$ cat config.mk
export PLATFORM = sky130hd
export DESIGN_NAME = clock_generator_flat
export DESIGN_NICKNAME = d
export VERILOG_FILES = /design/src/rtl/clock_generator_if.sv /design/src/rtl/clock_generator.sv /design/src/flat_wrapper.sv
export SDC_FILE = /design/constraint.sdc
export NUM_CORES = 1
export LEC_CHECK = 0
export BUFFER_PORTS_ARGS = -buffer_cell sky130_fd_sc_hd__buf_2
export CAP_MARGIN = 20
export CORE_UTILIZATION = 25
export DETAILED_ROUTE_END_ITERATION = 16
export PLACE_DENSITY_LB_ADDON = 0.15
export SLEW_MARGIN = 20
export SYNTH_ARGS = -nofsm -noshare
export SYNTH_HDL_FRONTEND = slang
export SYNTH_SLANG_ARGS = --single-unit
$ cat constraint.sdc
create_clock -name clk -period 3.5 [get_ports clk]
set_clock_uncertainty 0.1 [all_clocks]
set_input_delay 0.7 -clock clk [delete_from_list [all_inputs] [get_ports clk]]
set_output_delay 0.7 -clock clk [all_outputs]
set_load 0.1 [all_outputs]
$ cat src/rtl/clock_generator_if.sv
// rtl/clock_generator_if.sv - control and status bundle of the processor clock generator
// Ports (master = controller side, slave = clock generator side):
//   run         master->slave  1 = free-run, 0 = halt
//   step        master->slave  single-step request, rising edge significant
//   proc_clk    slave->master  generated processor clock
//   tick        slave->master  one reference cycle pulse on each proc_clk rise
//   cycle_count slave->master  proc_clk rising edges since reset, wrapping
interface clock_generator_if #(
   parameter int COUNT_W = 32
);
   logic               run;
   logic               step;
   logic               proc_clk;
   logic               tick;
   logic [COUNT_W-1:0] cycle_count;

   modport master (
      output run,
      output step,
      input  proc_clk,
      input  tick,
      input  cycle_count
   );

   modport slave (
      input  run,
      input  step,
      output proc_clk,
      output tick,
      output cycle_count
   );
endinterface

$ cat src/rtl/clock_generator.sv
// rtl/clock_generator.sv - even-ratio 50% duty processor clock with free-run and single-step
// Ports:
//   clk  reference clock, all state updates on its rising edge
//   rst  asynchronous active-high reset
//   bus  clock_generator_if.slave: run/step in, proc_clk/tick/cycle_count out
// Parameters:
//   DIV      even division ratio >= 2, proc_clk period = DIV reference cycles
//   COUNT_W  width of cycle_count
module clock_generator #(
   parameter int DIV     = 2,
   parameter int COUNT_W = 32
) (
   input  logic              clk,
   input  logic              rst,
   clock_generator_if.slave  bus
);
   typedef enum logic [1:0] {
      S_HALT = 2'd0,
      S_RUN  = 2'd1,
      S_STEP = 2'd2
   } state_t;

   localparam int HALF  = DIV / 2;
   localparam int CNT_W = (HALF > 1) ? $clog2(HALF) : 1;
   localparam logic [CNT_W-1:0] CNT_LAST = CNT_W'(HALF - 1);

   state_t             state;
   logic [CNT_W-1:0]   cnt;
   logic               clk_q;
   logic               tick_q;
   logic [COUNT_W-1:0] count_q;
   logic               step_d;
   logic               stepped;   // the single-step period has already produced its falling edge

   logic cnt_last;
   logic step_edge;
   logic engine_on;

   assign cnt_last  = (cnt == CNT_LAST);
   assign step_edge = bus.step & ~step_d;

   // The half-period engine advances whenever the clock must keep moving:
   //   HALT: only when run asks for it, so a restart begins counting on the same edge
   //   RUN:  while running, or to finish a high phase after run drops
   //   STEP: until the low phase following the single high phase is complete
   always_comb begin
      engine_on = 1'b0;
      case (state)
         S_HALT:  engine_on = bus.run;
         S_RUN:   engine_on = bus.run | clk_q;
         S_STEP:  engine_on = bus.run | clk_q | ~stepped | ~cnt_last;
         default: engine_on = 1'b0;
      endcase
   end

   always_ff @(posedge clk or posedge rst) begin
      if (rst) begin
         state   <= S_HALT;
         cnt     <= '0;
         clk_q   <= 1'b0;
         tick_q  <= 1'b0;
         count_q <= '0;
         step_d  <= 1'b0;
         stepped <= 1'b0;
      end else begin
         step_d <= bus.step;
         tick_q <= 1'b0;

         if (engine_on) begin
            if (cnt_last) begin
               cnt   <= '0;
               clk_q <= ~clk_q;
               if (!clk_q) begin
                  count_q <= count_q + 1'b1;
                  tick_q  <= 1'b1;
               end
            end else begin
               cnt <= cnt + 1'b1;
            end
         end

         // State transitions; assignments here override the engine where they overlap.
         case (state)
            S_HALT: begin
               if (bus.run) begin
                  state <= S_RUN;
               end else begin
                  cnt   <= '0;
                  clk_q <= 1'b0;
                  if (step_edge) begin
                     state   <= S_STEP;
                     stepped <= 1'b0;
                  end
               end
            end
            S_RUN: begin
               if (!bus.run) begin
                  if (!clk_q) begin
                     // Low phase only gets longer by halting here, never shorter.
                     state <= S_HALT;
                     cnt   <= '0;
                  end else if (cnt_last) begin
                     state <= S_HALT;
                  end
               end
            end
            S_STEP: begin
               if (bus.run) begin
                  state <= S_RUN;
               end else if (!engine_on) begin
                  state <= S_HALT;
                  cnt   <= '0;
               end else if (clk_q && cnt_last) begin
                  stepped <= 1'b1;
               end
            end
            default: begin
               state <= S_HALT;
               cnt   <= '0;
               clk_q <= 1'b0;
            end
         endcase
      end
   end

   assign bus.proc_clk    = clk_q;
   assign bus.tick        = tick_q;
   assign bus.cycle_count = count_q;
endmodule

$ cat src/flat_wrapper.sv
// flat-port wrapper written by rule: the top's interface ports become plain ports
module clock_generator_flat 
#(
   parameter int DIV     = 2,
   parameter int COUNT_W = 32
)
  (clk, rst, bus_run, bus_step, bus_proc_clk, bus_tick, bus_cycle_count);
  clock_generator_if #(.COUNT_W(COUNT_W)) bus_i ();
  input  logic clk;
  input  logic rst;
  input wire logic [$bits(bus_i.run)-1:0] bus_run;
  input wire logic [$bits(bus_i.step)-1:0] bus_step;
  output wire logic [$bits(bus_i.proc_clk)-1:0] bus_proc_clk;
  output wire logic [$bits(bus_i.tick)-1:0] bus_tick;
  output wire logic [$bits(bus_i.cycle_count)-1:0] bus_cycle_count;
  assign bus_i.run = bus_run;
  assign bus_i.step = bus_step;
  assign bus_proc_clk = bus_i.proc_clk;
  assign bus_tick = bus_i.tick;
  assign bus_cycle_count = bus_i.cycle_count;
  clock_generator #(.DIV(DIV), .COUNT_W(COUNT_W)) u_core (.clk(clk), .rst(rst), .bus(bus_i));
endmodule
==> results_dict.tcl, run 1 <==
set metrics [dict create \
    status "completed" \
    power_switching_w 0.000777 \
    synthTopCellsByArea "dfrtp_1, xor2_1, xnor2_1" \
    fin_crit_sh 0.652 \
    nets 240 \
    setup_tns_ns 0 \
    die_h_um 91.4 \
    avgSynthCellArea_um2 10.7 \
    root_buffer "clkbuf_8" \
    grt_pass1_wl_um 7280 \
    yosysUniqueCellTypes 40 \
    cts-buffers-inserted 5 \
    ys_seq_area_frac 0.488 \
    grt.met2_usage 0.177 \
    routed_wl_um 4280 \
    stdcell_count 332 \
    ctsHoldBuffers 0 \
    worstPathCellList "inv_1 -> ha_1 -> nor2_2 -> a2bb2oi_2 -> nor3_1 -> mux2_2" \
    hold_path_class "input port to asynchronous set/reset pin" \
    die_area_um2 8350 \
    drive_gt1_frac 0.243 \
    arrival_ns 2.36 \
    cp_max_fo 8 \
    cts_tree "built" \
    syn_inst 187 \
    cts.sink_count 39 \
    worstSetupPathType "register to register" \
    grt_util_met1 0.146 \
    dp_hpwl_um 3140 \
    row_count 32 \
    post-place-ws_ns 1.14 \
    p_comb_frac 0.405 \
    n_antenna_cell 0 \
    routed_via_density 4.48 \
    static-leakage-power_nw 1.15 \
    required_ns 3.58 \
    grt.busiest_layer "met2" \
    synth_edf_count 0 \
    syn_area_um2 2000 \
    crit_slowest_cell "nor3_1" \
    wl_per_cell_um 12.9 \
    p_seq_frac 0.339 \
    most-common-layout-cells "dfrtp_1, buf_2, xor2_1, xnor2_1, nand2_1" \
    fin_crit_ns 2.28 \
    end_kind "register" \
    ctsResizeCount 0 \
    clk_latency_ns 0.29 \
    first_iter_violations 41 \
    antenna_found_initial 0 \
    gp_congestion 0.699 \
    start_kind "register" \
    syn-num-nets 198 \
    yosysTopAreaCell "dfrtp_1" \
    max-clock-path-buffers 2 \
    pwr-share-clk 0.256 \
    die-width_um 91.4 \
    p_per_area_nw_per_um2 717 \
    path_clk_slew_ns 0.08 \
    cts_setup_buffers 0 \
    path_delay_family "simple AND/OR/NAND/NOR gates" \
    ys_ff_latch 39 \
    rsz0062_at_grt "no" \
    placed_area_um2 2300 \
    synth_ff_type "dfrtp_1" \
    final_area_um2 2430 \
    synthArstFlopShare 1.00 \
    setup_ws_ns 1.22 \
    slew_headroom 0.597 \
    drc 0 \
    grt_pass1_vias 1459 \
    drtPass1Iterations 4 \
    hold_viol 0 \
    drv_slew 0 \
    portBuffers 37 \
    syn2layout_area_growth_pct 21.7 \
    num_io_pins 38 \
    grt_usage 0.111 \
    p_int_w 0.000967 \
    initial_core_util 0.259 \
    fmax_ghz 0.439 \
    grt_max_degree 26 \
    grt_util_met3 0.0310 \
    layout_commonest_cell "dfrtp_1" \
    slowest_delay_ns 0.48 \
    max-vdd-ir-drop_mv 0.371 \
    htreeDepth 2 \
    vias 1488 \
    switching_share 0.446 \
    placedCellCount 324 \
    critPathBufInv 1 \
    core_area_um2 7730 \
    grt.overflow.total 0 \
    max-cap-violations 0 \
    ys.warnings.count 0 \
    utilization 0.315 \
    tightest_slew_ns 0.599 \
    setup_violations 0 \
    synth_top_area_frac 0.488 \
    postRouteAntennaNets 0 \
]
-- power by group through the flow --
stage          registers [W]  logic (W)  clock network [W]
3_5_place_dp        0.000601   0.000709                  0
4_1_cts             0.000593   0.000710           0.000464
6_report            0.000591   0.000707           0.000446
5_1_grt             0.000604   0.000762           0.000485
2_1_floorplan       0.000924   0.000274                  0
3_3_place_gp        0.000604   0.000710                  0
-- metal layers --
layer	wire, um	vias up
met4	49	0
li1	-	738
met1	2030	717
met2	2030	26
met5	0	-
met3	171	7
-- per-stage QoR --
| step | power, W | hold slack [ns] |
|---|---|---|
| after CTS | 0.00177 | 0.373 |
| after detailed placement | 0.00131 | 0.356 |
| after global placement | 0.00131 | 0.361 |
| final | 0.00174 | 0.361 |
| after floorplan | 0.00120 | 0.414 |
| after global routing | 0.00185 | 0.384 |
-- kinds of logic (layout without fill, tap and decap cells) --
kind of cell | after synthesis | after routing | synth area share
compound gates | 18 | 18 | 0.0682
xor+xnor | 32 | 32 | 0.140
fa+ha+maj | 7 | 7 | 0.0438
buf+inv | 12 | 55 | 0.0263
flops | 39 | 39 | 0.488
mux | 1 | 1 | 0.00564
other cells | 1 | 1 | 0.00188
simple gates | 77 | 77 | 0.225
-- synthesized netlist by cell type, types with 3 or more instances --
library cell  number
dfrtp_1           39
xor2_1            17
nand2_1           15
xnor2_1           15
nand3_1           11
nor2_1            11
inv_1              9
nor3_1             8
ha_1               7
nand4_1            7
nor4_1             6
a21oi_1            5
and3_1             3
nand2b_1           3
o21ai_0            3
-- state kept, by name, summed over array words and instances (netlist names) --
name and cells:
u_core.step_d 1, u_core.bus.proc_clk 1, u_core.cnt 1, u_core.bus.cycle_count 32
u_core.state 2, u_core.stepped 1, u_core.bus.tick 1
-- worst reg2reg max path, cell delays in order (launching register included) --
cell,delay [ns]
dfrtp_1,0.44
inv_1,0.13
ha_1,0.32
nor2_2,0.09
a2bb2oi_2,0.21
nor3_1,0.48
mux2_2,0.40
-- final timing paths --
path / startpoint / to / slack [ns] / cells past startpoint
worst min-delay path: rst / u_core.bus.cycle_count[20]$_DFFE_PP0P_ / 0.36 / 2
worst max register to register: u_core.state[0]$_DFFE_PP0P_ / u_core.bus.cycle_count[1]$_DFFE_PP0P_ / 1.22 / 6
worst max-delay path: u_core.state[0]$_DFFE_PP0P_ / u_core.bus.cycle_count[1]$_DFFE_PP0P_ / 1.22 / 6
min in group clk: u_core.bus.cycle_count[31]$_DFFE_PP0P_ / u_core.bus.cycle_count[31]$_DFFE_PP0P_ / 0.37 / 1
worst min register to register: u_core.bus.cycle_count[31]$_DFFE_PP0P_ / u_core.bus.cycle_count[31]$_DFFE_PP0P_ / 0.37 / 1
max in group asynchronous: rst / u_core.bus.tick$_DFF_PP0_ / 2.17 / 3
-- cell type report --
cell class	count	area, um2
clock buffer	6	72.6
tap	102	128
clock inverter	2	60.1
multi-input combinational	136	970
timing repair buffer	38	193
sequential	39	976
inverter	9	33.8
fill	798	5300
Power figures use the tool's default switching activity.
==> run 2, diff against run 1 <==
==> constraint.sdc (replaced) <==
create_clock -name clk -period 1.9 [get_ports clk]
set_clock_uncertainty 0.1 [all_clocks]
set_input_delay 0.38 -clock clk [delete_from_list [all_inputs] [get_ports clk]]
set_output_delay 0.38 -clock clk [all_outputs]
set_load 0.1 [all_outputs]
==> run 2 against run 1 <==
The run now ends with negative setup slack left. Register-to-register slack worse by 1.3 ns. Die area stayed put. Flip-flop and latch count stayed put. Maximum frequency is 17% higher. Sequential power is 84% higher. Power is 110% higher. Core utilization is 7.7 points higher. Combinational power grew to 2.6 times the previous value. Sequential share of layout area is 5.5 points lower. Clock power is 61% higher. Wire length is 14% higher.
==> results_dict.tcl, run 2 (synthesis results as in run 1) <==
set metrics [dict create \
    status "finished with violations" \
    violations "negative setup slack" \
    routed_wl_um 4870 \
    postRouteAntennaNets 0 \
    drive_gt1_frac 0.566 \
    wl_met1_um 2370 \
    worstPathCellList "inv_2 -> ha_4 -> and2b_2 -> a2bb2oi_4 -> or3_4 -> nor4_4 -> xor2_1" \
    largest_reg_flops 32 \
    start_kind "register" \
    end_kind "register" \
    grt_pass1_vias 1626 \
    layout_commonest_cell "buf_4" \
    die_h_um 91.4 \
    slowest_delay_ns 0.45 \
    cp_max_fo 5 \
    grt_max_degree 40 \
    p_per_area_nw_per_um2 1200 \
    most-common-layout-cells "buf_4, buf_2, xor2_1, xnor2_1, dfrtp_4" \
    routed_via_density 4.46 \
    portBuffers 37 \
    syn2layout_area_growth_pct 51.5 \
    arrival_ns 2.06 \
    setup_ws_ns -0.0439 \
    drtPass1Iterations 4 \
    path_clk_slew_ns 0.09 \
    first_iter_violations 48 \
    met3_wirelength_um 138 \
    root_buffer "clkbuf_8" \
    grt_usage 0.120 \
    cts.sink_count 39 \
    static-leakage-power_nw 1.42 \
    required_ns 2.02 \
    core_area_um2 7730 \
    initial_core_util 0.259 \
    nets 284 \
    rsz0062_at_grt "yes" \
    htreeDepth 2 \
    total_power_w 0.00363 \
    row_count 32 \
    crit_slowest_cell "or3_4" \
    grt.overflow.total 0 \
    max-vdd-ir-drop_mv 0.616 \
    grt_pass1_wl_um 7910 \
    fillers 780 \
    fin_crit_sh 1.02 \
    antenna_found_initial 0 \
    clk_latency_ns 0.30 \
    routed.top_layer "met4" \
    tightest_slew_ns 0.514 \
    stdcell_count 376 \
    die-width_um 91.4 \
    path_delay_family "simple AND/OR/NAND/NOR gates" \
    worstSetupPathType "register to register" \
    max-cap-violations 0 \
    fin_crit_ns 1.94 \
    drv_slew 0 \
    dp_hpwl_um 3410 \
    die_area_um2 8350 \
    num_io_pins 38 \
    utilization 0.392 \
    placedCellCount 359 \
    fmax_ghz 0.514 \
    hold_path_class "input port to asynchronous set/reset pin" \
    cts_tree "built" \
    drc 0 \
    wl_per_cell_um 12.9 \
    slew_headroom 0.657 \
    cts-buffers-inserted 5 \
    max-clock-path-buffers 2 \
    critPathBufInv 1 \
    vias 1676 \
    n_antenna_cell 0 \
    wl_met2_um 2290 \
    hold_viol 0 \
    setup_violations 5 \
    gp_congestion 0.773 \
    r2r_setup_slack_ns -0.04 \
]
==> run 2: final cells by class <==
type                       count  area [um2]  area share
clock inverter                 3        43.8      0.0145
sequential                    39        1050       0.347
tap                          102         128      0.0421
inverter                       9        33.8      0.0112
multi-input combinational    136        1180       0.389
timing repair buffer          82         527       0.174
clock buffer                   5        68.8      0.0227
==> run 2: per-layer routing <==
layer  vias up  GRT usage
li1        822          -
met1       819      0.159
met3         6     0.0285
met4         0     0.0476
met5         -          0
met2        29      0.187
==> run 2: power breakdown <==
group          switching [W]  internal, W
combinational        0.00117     0.000651
sequential          0.000113     0.000977
clock               0.000324     0.000392
total                0.00161      0.00202
==> run 2: timing repair <==
action,in CTS,in global routing
resized for setup,10,18
hold buffers,0,0
buffers inserted,2,7
setup endpoints to repair,11,23
pin swaps,8,9
==> run 2: worst paths after layout <==
check                                                          to  depth (start not counted)                                   start
hold reg to reg            u_core.bus.cycle_count[21]$_DFFE_PP0P_                          1  u_core.bus.cycle_count[21]$_DFFE_PP0P_
setup / recovery           u_core.bus.cycle_count[17]$_DFFE_PP0P_                          7             u_core.state[0]$_DFFE_PP0P_
min in group clk                          u_core.step_d$_DFF_PP0_                          1                                bus_step
setup reg to reg           u_core.bus.cycle_count[17]$_DFFE_PP0P_                          7             u_core.state[0]$_DFFE_PP0P_
max in group asynchronous   u_core.bus.cycle_count[1]$_DFFE_PP0P_                          3                                     rst
hold / removal             u_core.bus.cycle_count[31]$_DFFE_PP0P_                          3                                     rst
==> run 2: worst register-to-register path: cells and delay by family, from the launching register on <==
| kind | cells | cell delay, ns |
|---|---|---|
| xor gates and xnor gates | 1 | 0.18 |
| adders and majority gates | 1 | 0.15 |
| DFF | 1 | 0.43 |
| and+or+nand+nor | 3 | 0.80 |
| buffers and inverters | 1 | 0.14 |
| AOI/OAI and AO/OA | 1 | 0.08 |
==> run 2: per-stage QoR <==
step	setup TNS, ns	hold slack, ns	worst slack [ns]	cell area [um2]
3_3_place_gp	-0.148	0.355	-0.0690	2710
4_1_cts	-0.185	0.0899	-0.0611	2890
2_1_floorplan	-1.28	0.311	-0.148	2140
6_report	-0.121	0.0943	-0.0439	3030
5_1_grt	-1.42	0.0904	-0.146	3030
3_5_place_dp	-0.346	0.361	-0.125	2710
